--- src/rtl/adc_ltc2308_sampler_pkg.sv ---
// Shared types and constants for the LTC2308 sampler: word widths, the
// sequencer state encoding and the ADC configuration-word builder.
package adc_pkg;

  localparam int ADC_BITS  = 12;
  localparam int CFG_BITS  = 6;
  // Every ADC data bit needs one low and one high SCK phase.
  localparam int SHIFT_CYC = 2 * ADC_BITS;

  typedef enum logic [2:0] {
    IDLE,
    CONV,
    WAIT,
    SHIFT,
    DONE
  } adc_state_e;

  // {S/D, O/S, S1, S0, UNI, SLP}: single-ended, unipolar, no sleep.
  function automatic logic [CFG_BITS-1:0] make_cfg(input logic [2:0] ch);
    return {1'b1, ch[0], ch[2], ch[1], 1'b1, 1'b0};
  endfunction

endpackage

--- src/rtl/adc_ltc2308_sampler_if.sv ---
// Sample stream from the LTC2308 sampler towards the FFT stage.
// master = sampler (drives), slave = consumer.
interface adc_ltc2308_sampler_if;
  import adc_pkg::*;

  logic [ADC_BITS-1:0] sample;
  logic [2:0]          sample_ch;
  logic                sample_valid;
  logic                busy;
  logic                overrun;

  modport master (
    output sample,
    output sample_ch,
    output sample_valid,
    output busy,
    output overrun
  );

  modport slave (
    input sample,
    input sample_ch,
    input sample_valid,
    input busy,
    input overrun
  );

endinterface

--- src/rtl/adc_ltc2308_sampler_rate_tick.sv ---
// Sample-rate divider: counts 0..TICK_DIV-1 and flags the last count, so
// the first tick appears TICK_DIV cycles after reset release.
module adc_rate_tick #(
  parameter int TICK_DIV = 1000
) (
  input  logic clk,
  input  logic reset,
  output logic tick
);

  localparam int                CNT_W = (TICK_DIV > 1) ? $clog2(TICK_DIV) : 1;
  localparam logic [CNT_W-1:0]  LAST  = CNT_W'(TICK_DIV - 1);

  logic [CNT_W-1:0] count_q, count_d;

  // Next count: wrap after the last value.
  always_comb begin
    // NOTE: every always_comb output gets a value on every path (here via
    // the ternary); a missing branch would infer a latch.
    count_d = (count_q == LAST) ? '0 : count_q + 1'b1;
  end

  // Count register.
  always_ff @(posedge clk or posedge reset) begin
    // NOTE: sequential state uses non-blocking (<=) so every flop samples
    // pre-edge values regardless of block ordering.
    if (reset) count_q <= '0;
    else       count_q <= count_d;
  end

  assign tick = (count_q == LAST);

endmodule

--- src/rtl/adc_ltc2308_sampler.sv ---
// LTC2308 serial ADC sampler. Every sample tick it pulses CONVST, waits out
// the conversion, then clocks 12 result bits in on SDO while sending the
// next 6-bit config word on SDI. The ADC returns the conversion selected by
// the previous frame's config, so sample_ch reports the previous channel
// and the first frame after reset produces no sample.
// Build option: define ADC_TEST_RAMP_EN to replace the captured value with
// a 12-bit test ramp (pin sequencing unchanged).
module adc_ltc2308_sampler
  import adc_pkg::*;
#(
  parameter int FCLK       = 50_000_000,
  parameter int FS         = 48_000,
  parameter int CONVST_CYC = 2,
  parameter int TCONV_CYC  = 80
) (
  input  logic                  clk,
  input  logic                  reset,
  input  logic [2:0]            ADC_channel,
  input  logic                  ADC_SDO,
  output logic                  ADC_CONVST,
  output logic                  ADC_SCK,
  output logic                  ADC_SDI,
  adc_ltc2308_sampler_if.master out_if
);

  localparam int TICK_DIV = FCLK / FS;
  localparam int CNT_W    = $clog2(CONVST_CYC + TCONV_CYC + SHIFT_CYC + 1);

  // A full frame must fit inside one sample period.
  if (TICK_DIV < CONVST_CYC + TCONV_CYC + 26) begin : g_tick_div_check
    $fatal(1, "adc_ltc2308_sampler: TICK_DIV %0d too small for one frame", TICK_DIV);
  end

  logic tick;

  adc_rate_tick #(
    .TICK_DIV(TICK_DIV)
  ) u_rate_tick (
    .clk  (clk),
    .reset(reset),
    .tick (tick)
  );

  logic [CFG_BITS-1:0] cfg_new;
  assign cfg_new = make_cfg(ADC_channel);

  adc_state_e           state_q, state_d;
  logic [CNT_W-1:0]     cnt_q, cnt_d;
  logic                 convst_q, convst_d;
  logic                 sck_q, sck_d;
  logic                 sdi_q, sdi_d;
  // Config bits still to be sent after the one currently on SDI.
  logic [CFG_BITS-2:0]  cfg_sr_q, cfg_sr_d;
  logic [ADC_BITS-1:0]  cap_q, cap_d;
  logic [2:0]           ch_q, ch_d;
  logic [2:0]           prev_ch_q, prev_ch_d;
  logic                 first_q, first_d;
  logic [ADC_BITS-1:0]  sample_q, sample_d;
  logic [2:0]           sample_ch_q, sample_ch_d;
  logic                 valid_q, valid_d;
  logic                 overrun_q, overrun_d;
`ifdef ADC_TEST_RAMP_EN
  logic [ADC_BITS-1:0]  ramp_q, ramp_d;
`endif

  // Frame sequencer next-state and next-output logic.
  always_comb begin
    state_d     = state_q;
    cnt_d       = cnt_q;
    convst_d    = convst_q;
    sck_d       = sck_q;
    sdi_d       = sdi_q;
    cfg_sr_d    = cfg_sr_q;
    cap_d       = cap_q;
    ch_d        = ch_q;
    prev_ch_d   = prev_ch_q;
    first_d     = first_q;
    sample_d    = sample_q;
    sample_ch_d = sample_ch_q;
    valid_d     = 1'b0;
    // A tick while a frame is running is dropped and flagged.
    overrun_d   = tick && (state_q != IDLE);
`ifdef ADC_TEST_RAMP_EN
    ramp_d      = ramp_q;
`endif

    unique case (state_q)
      IDLE: begin
        if (tick) begin
          ch_d      = ADC_channel;
          prev_ch_d = ch_q;
          sdi_d     = cfg_new[CFG_BITS-1];
          cfg_sr_d  = cfg_new[CFG_BITS-2:0];
          convst_d  = 1'b1;
          cnt_d     = '0;
          state_d   = CONV;
        end
      end

      CONV: begin
        if (cnt_q == CNT_W'(CONVST_CYC - 1)) begin
          convst_d = 1'b0;
          cnt_d    = '0;
          state_d  = WAIT;
        end else begin
          cnt_d = cnt_q + 1'b1;
        end
      end

      WAIT: begin
        if (cnt_q == CNT_W'(TCONV_CYC - 1)) begin
          cnt_d   = '0;
          state_d = SHIFT;
        end else begin
          cnt_d = cnt_q + 1'b1;
        end
      end

      SHIFT: begin
        sck_d = ~sck_q;
        if (!sck_q) begin
          // SCK about to rise: the ADC holds the current bit on SDO.
          cap_d = {cap_q[ADC_BITS-2:0], ADC_SDO};
        end else begin
          // SCK about to fall: present the next config bit; zeros follow
          // once all six have gone out.
          sdi_d    = cfg_sr_q[CFG_BITS-2];
          cfg_sr_d = {cfg_sr_q[CFG_BITS-3:0], 1'b0};
        end
        if (cnt_q == CNT_W'(SHIFT_CYC - 1)) begin
          cnt_d   = '0;
          state_d = DONE;
        end else begin
          cnt_d = cnt_q + 1'b1;
        end
      end

      DONE: begin
        sck_d = 1'b0;
        sdi_d = 1'b0;
        if (!first_q) begin
`ifdef ADC_TEST_RAMP_EN
          sample_d = ramp_q;
          ramp_d   = ramp_q + 1'b1;
`else
          sample_d = cap_q;
`endif
          sample_ch_d = prev_ch_q;
          valid_d     = 1'b1;
        end
        first_d = 1'b0;
        state_d = IDLE;
      end

      default: state_d = IDLE;
    endcase
  end

  // Sequencer state and registered outputs; reset idles the ADC pins at once.
  always_ff @(posedge clk or posedge reset) begin
    if (reset) begin
      state_q     <= IDLE;
      cnt_q       <= '0;
      convst_q    <= 1'b0;
      sck_q       <= 1'b0;
      sdi_q       <= 1'b0;
      cfg_sr_q    <= '0;
      cap_q       <= '0;
      ch_q        <= '0;
      prev_ch_q   <= '0;
      first_q     <= 1'b1;
      sample_q    <= '0;
      sample_ch_q <= '0;
      valid_q     <= 1'b0;
      overrun_q   <= 1'b0;
`ifdef ADC_TEST_RAMP_EN
      ramp_q      <= '0;
`endif
    end else begin
      state_q     <= state_d;
      cnt_q       <= cnt_d;
      convst_q    <= convst_d;
      sck_q       <= sck_d;
      sdi_q       <= sdi_d;
      cfg_sr_q    <= cfg_sr_d;
      cap_q       <= cap_d;
      ch_q        <= ch_d;
      prev_ch_q   <= prev_ch_d;
      first_q     <= first_d;
      sample_q    <= sample_d;
      sample_ch_q <= sample_ch_d;
      valid_q     <= valid_d;
      overrun_q   <= overrun_d;
`ifdef ADC_TEST_RAMP_EN
      ramp_q      <= ramp_d;
`endif
    end
  end

  assign ADC_CONVST          = convst_q;
  assign ADC_SCK             = sck_q;
  assign ADC_SDI             = sdi_q;
  assign out_if.sample       = sample_q;
  assign out_if.sample_ch    = sample_ch_q;
  assign out_if.sample_valid = valid_q;
  assign out_if.busy         = (state_q != IDLE);
  assign out_if.overrun      = overrun_q;

endmodule
--- src/flat_wrapper.sv ---
// flat-port wrapper written by rule: the top's interface ports become plain ports
module adc_ltc2308_sampler_flat import adc_pkg::*;
#(
  parameter int FCLK       = 50_000_000,
  parameter int FS         = 48_000,
  parameter int CONVST_CYC = 2,
  parameter int TCONV_CYC  = 80
)
  (clk, reset, ADC_channel, ADC_SDO, ADC_CONVST, ADC_SCK, ADC_SDI, out_if_sample, out_if_sample_ch, out_if_sample_valid, out_if_busy, out_if_overrun);
  adc_ltc2308_sampler_if out_if_i ();
  input  logic clk;
  input  logic reset;
  input  logic [2:0] ADC_channel;
  input  logic ADC_SDO;
  output logic ADC_CONVST;
  output logic ADC_SCK;
  output logic ADC_SDI;
  output wire logic [$bits(out_if_i.sample)-1:0] out_if_sample;
  output wire logic [$bits(out_if_i.sample_ch)-1:0] out_if_sample_ch;
  output wire logic [$bits(out_if_i.sample_valid)-1:0] out_if_sample_valid;
  output wire logic [$bits(out_if_i.busy)-1:0] out_if_busy;
  output wire logic [$bits(out_if_i.overrun)-1:0] out_if_overrun;
  assign out_if_sample = out_if_i.sample;
  assign out_if_sample_ch = out_if_i.sample_ch;
  assign out_if_sample_valid = out_if_i.sample_valid;
  assign out_if_busy = out_if_i.busy;
  assign out_if_overrun = out_if_i.overrun;
  adc_ltc2308_sampler #(.FCLK(FCLK), .FS(FS), .CONVST_CYC(CONVST_CYC), .TCONV_CYC(TCONV_CYC)) u_core (.clk(clk), .reset(reset), .ADC_channel(ADC_channel), .ADC_SDO(ADC_SDO), .ADC_CONVST(ADC_CONVST), .ADC_SCK(ADC_SCK), .ADC_SDI(ADC_SDI), .out_if(out_if_i));
endmodule
--- config.mk ---
export PLATFORM = sky130hd
export DESIGN_NAME = adc_ltc2308_sampler_flat
export DESIGN_NICKNAME = d
export VERILOG_FILES = /design/src/rtl/adc_ltc2308_sampler_pkg.sv /design/src/rtl/adc_ltc2308_sampler_if.sv /design/src/rtl/adc_ltc2308_sampler_rate_tick.sv /design/src/rtl/adc_ltc2308_sampler.sv /design/src/flat_wrapper.sv
export SDC_FILE = /design/constraint.sdc
export NUM_CORES = 1
export LEC_CHECK = 0
export ABC_AREA = 1
export CORE_ASPECT_RATIO = 0.75
export CORE_MARGIN = 2
export CORE_UTILIZATION = 56
export CTS_CLUSTER_SIZE = 25
export DETAILED_ROUTE_END_ITERATION = 8
export PLACE_DENSITY = 0.78
export SLEW_MARGIN = 20
export SYNTH_ARGS = -nofsm -noshare
export SYNTH_HDL_FRONTEND = slang
export SYNTH_SLANG_ARGS = --single-unit
--- constraint.sdc ---
create_clock -name clk -period 3.35 [get_ports clk]
set_clock_uncertainty 0.2 [all_clocks]
set_input_delay 0.8375 -clock clk [delete_from_list [all_inputs] [get_ports clk]]
set_output_delay 0.8375 -clock clk [all_outputs]
set_load 0.05 [all_outputs]
# Yosys cells after proc, flatten, opt, wreduce, memory -nomap -nowiden
# Index checks and enable logic that the tools add are counted.
dict set report word_totals {
  word_cells 70
  regBits 65
}
dict set report op_classes {
  eq_ne 13
  n_mux 22
  reduce_logical 16
  n_addsub 2
  bitwise 2
}
# cell count
set ops {}
lappend ops {{two-way mux 7 bit} 4}
lappend ops {{one-hot mux 7 bit (4 select lines)} 1}
lappend ops {{two-way mux 3 bit} 4}
lappend ops {{one-hot mux 3 bit (4 select lines)} 1}
lappend ops {{adder 11 x 1 -> 11 bit, second input constant} 1}
lappend ops {{equality test 11 bit, second input constant} 1}
lappend ops {{two-way mux 11 bit} 1}
lappend ops {{two-way mux 5 bit} 2}
lappend ops {{!= test 2 x 1 -> 1 bit, second input constant} 5}
lappend ops {{one-hot mux 5 bit (2 select lines)} 1}
lappend ops {{AND reduction 3 bit} 3}
lappend ops {{AND reduction 2 bit} 4}
lappend ops {{adder 7 x 1 -> 7 bit, second input constant} 1}
lappend ops {{equality test 7 x 1 -> 1 bit, second input constant} 1}
lappend ops {{equality test 7 x 5 -> 1 bit, second input constant} 1}
lappend ops {{equality test 7 bit, second input constant} 1}
lappend ops {{equality test 3 x 2 -> 1 bit, second input constant} 2}
lappend ops {{nonzero test 2 bit} 3}
lappend ops {{nonzero test 3 bit} 2}
lappend ops {{two-way mux 1 bit} 5}
lappend ops {{one-hot mux 1 bit (2 select lines)} 2}
lappend ops {{AND reduction 4 bit} 1}
lappend ops {{nonzero test 4 bit} 1}
lappend ops {{equality test 3 x 1 -> 1 bit, second input constant} 1}
lappend ops {{5 further kinds} 6}

# Logic depth before layout (Yosys ltp)
dict set report depth {
  depth_word 3
  depth_mapped 10
}

# By module
# A second synthesis with hierarchy kept.
dict set report hier_totals {
  cells_unflattened 357
  area_unflattened_um2 3133.0
}
# module area_each_um2 n_inst cells_each
set modules_own_cells {}
lappend modules_own_cells {adc_ltc2308_sampler 2534.9 1 283}
lappend modules_own_cells {adc_rate_tick 598.1 1 74}

# Least setup slack after synthesis
# No wires, ideal clock.
dict set report synth_timing {
  path_kind {register to output}
  from {register u_core.state_q[1]}
  to {output out_if_busy}
  path_slack_ns 1.320
  path_stages_with_launch 5
  arrival_time_ns 0.993
  required_ns 2.312
  path_cell_list {dfrtp_1 -> nor2_1 -> inv_2 -> nor2_4 -> inv_2}
}
dict set report synth_between {
  elab_chain_len 1
}
# element line
set synth_lines {}
lappend synth_lines {{start, declared} adc_ltc2308_sampler.sv:47} ;# adc_state_e state_q, state_d;
lappend synth_lines {{start signal, assigned} adc_ltc2308_sampler.sv:180} ;# state_q <= state_d;
lappend synth_lines {{nonzero test 3 bit} adc_ltc2308_sampler.sv:206} ;# assign out_if.busy = (state_q != IDLE);
lappend synth_lines {{end, declared} flat_wrapper.sv:21} ;# output wire logic [$bits(out_if_i.busy)-1:0] out_if_busy;
# No other way between the ends.

# Final worst setup path
# Same ends and word-level chain as after synthesis.

==> metrics <==
status=finished, final reports clean; Starting Density=58.7%; class of the tightest hold or removal check=reg2reg; Synth Area in Compound Gates=under 10%; Synth Area in XOR/XNOR=2.12%; Finished Layout Cells=~430; CTS resizes=0; H-tree Lvls=3; vias in the first global route=2032; HP Start=u_core.prev_ch_q[2]; Worst Setup SP=u_core.state_q[1]; Max IR drop VDD=between 0.3 and 0.4 mV; unrepaired setup endpoints after global routing=no; Startpoint Class=flip-flop; sequential area share after synthesis=55.5%; Mapped Nets=between 300 and 400; met3 WL=approximately 220 um; Post-synth ARST share=100%; max_cap viols=0; die footprint=about 5800 um2; cell count after synthesis=around 340; EDFF count, synth=0; largest fanout on the critical path=10; fin util=approximately 70%; combinational family with the most area after synthesis=simple AND/OR/NAND/NOR gates; Peak Freq=approximately 330 MHz; clock root buffer master=clkbuf_8; final setup fails=0; post-route setup slack=around 0.31 ns; largest net degree at the start of global routing=65; initial DRC count=130; antenna cells=0; crit path capture type=primary output; wl on met1=between 2000 and 3000 um; Top Ports=27; post-place setup slack=0.679 ns; gr usage total=21.0%; postcts setup bufs=0; Setup TNS Final=0 ns; clock slew at reported path FFs=0.07 ns; Tcrit/Tclk final=90.6%; CTS buffer count=9; max-slew violation count=0; worst skew pair latency=approximately 0.33 ns; Worst EP required=2.31 ns; CORE AREA=roughly 5000 um2; syn_area_per_cell=~8.6 um2; Min Clock Period, post-route=between 3 and 4 ns; share of cells above drive strength 1=a little under 9%; drt wl/cell=between 10 and 15 um; Lkg Pwr=approximately 1.7 nW; headroom to the max-slew limit=63.7%; kind of critical path=reg2out; met2 wire length=between 2000 and 2500 um; area grow syn2layout=19.1%; DR top layer=met4; routed vias=2183; Post-Synth Simple-Gate Area=between 20% and 30%; Die Ht=~66 um; Rows=22; Adder-Cell Fraction of Synth Area=around 1.7%; Final Hold Vio Count=0; Final ANT Viol Nets=0; first-pass GRT wire length=~9100 um; number of synthesized register bits=between 60 and 70; CTS tree=done; hold_buf cts=0; Worst-Margin Slew=between 0.5 and 0.6 ns; Routed Wire Length=5140 um; Worst EP arrival=2.00 ns; Power, Total=1.60 mW; vias per inst=~5.0; CTS sink count=64; Final #Nets=between 300 and 400; r2r startpoint=u_core.u_rate_tick.count_q[0]; routability cong.=0.807; pwr/cell area=between 400 and 500 nW/um2; ys flop type=dfrtp_1; initial antenna violation count=0; placed cells=between 400 and 500; drt pass-1 iters=4; Cell variety after synth=31; grt ovf=0; Synth Cell Area=~2900 um2; post-synthesis mux area share=0%; Max Root-Sink Buffers=2; DRC Markers=0; hpwl dp=about 3600 um; DIE WIDTH=approximately 87 um; Yosys warnings=0; IO buf count=26
Yosys cell counts, drive strengths merged (2+ instances only):
master | n | area share, %
nand2 | 111 | 15
dfrtp | 63 | 55
inv | 45 | 5.9
o21ai | 31 | 5.4
nor2 | 30 | 4.5
nand3 | 19 | 4.1
buf | 6 | 1.7
nand4 | 6 | 1.3
nor3 | 6 | 1.2
xor2 | 5 | 1.5
ha | 4 | 1.7
xnor2 | 2 | 0.61
sequential cells by signal, indices dropped and copies added, names as in the netlist, 3 cells and up:
name,count
u_core.cap_q,12
u_core.out_if.sample,12
u_core.u_rate_tick.count_q,11
u_core.cnt_q,7
u_core.cfg_sr_q,4
u_core.ch_q,3
u_core.out_if.sample_ch,3
u_core.prev_ch_q,3
u_core.state_q,3
metal layers:
metal	up-vias	global-route usage (%)
li1	1120	-
met1	1010	28.6
met2	48	32.3
met3	5	6.37
met4	0	6.45
met5	-	0
worst max-delay path: stages (launching register included):
cell             delay, ns
dfrtp_1               0.44
nor2_1                0.15
inv_2                 0.08
nor2_4                0.23
inv_2                 0.06
clkdlybuf4s50_1       0.71
cell type report:
class	instances	area [um2]
Multi-Input combinational cell	221	1070
Clock buffer	11	141
Tap cell	60	75.1
Timing Repair Buffer	27	280
Sequential cell	64	1600
Inverter	45	171
Fill cell	407	1490
Clock inverter	5	104
through the flow:
stage | instance area [um2] | hold WS [ns]
floorplan | 2890 | 0.242
global route | 3440 | 0.296
CTS | 3440 | 0.275
global placement | 3200 | 0.253
finish | 3440 | 0.271
detailed placement | 3200 | 0.259
cell families (layout without fill, tap and decap cells):
| group | Yosys count | count (layout) |
|---|---|---|
| xor gates and xnor gates | 7 | 7 |
| and+or+nand+nor | 174 | 174 |
| adders and majority gates | 4 | 4 |
| AOI/OAI and AO/OA | 36 | 36 |
| buffers and inverters | 51 | 88 |
| DFF | 64 | 64 |
worst paths after layout:
| check | to | slack (ns) | cells past startpoint |
|---|---|---|---|
| worst min register to register | u_core.out_if.sample_ch[2] | 0.27 | 2 |
| min in group asynchronous | u_core.ch_q[2] | 0.68 | 3 |
| max in group asynchronous | u_core.first_q | 1.97 | 3 |
| worst max register to register | u_core.prev_ch_q[2] | 1.28 | 9 |
| worst min-delay path | u_core.out_if.sample_ch[2] | 0.27 | 2 |
| worst max-delay path | out_if_busy | 0.31 | 5 |
placed cells by master (no fill, tap or decap), drive strengths merged, types with 2 or more instances in the layout:
cell and count:
nand2 111, inv 45, xor2 5, bufinv 3
dfrtp 63, clkbuf 11, nand4 6, ha 4
xnor2 2, clkdlybuf4s50 26, o21ai 31, nand3 19
nor2 30, nor3 6, clkinv 2
power by group:
group          internal, mW  switching [mW]
Clock                 0.515           0.285
Combinational       0.00881          0.0178
Sequential            0.773        0.000133
(Power assumes the default switching activity.)
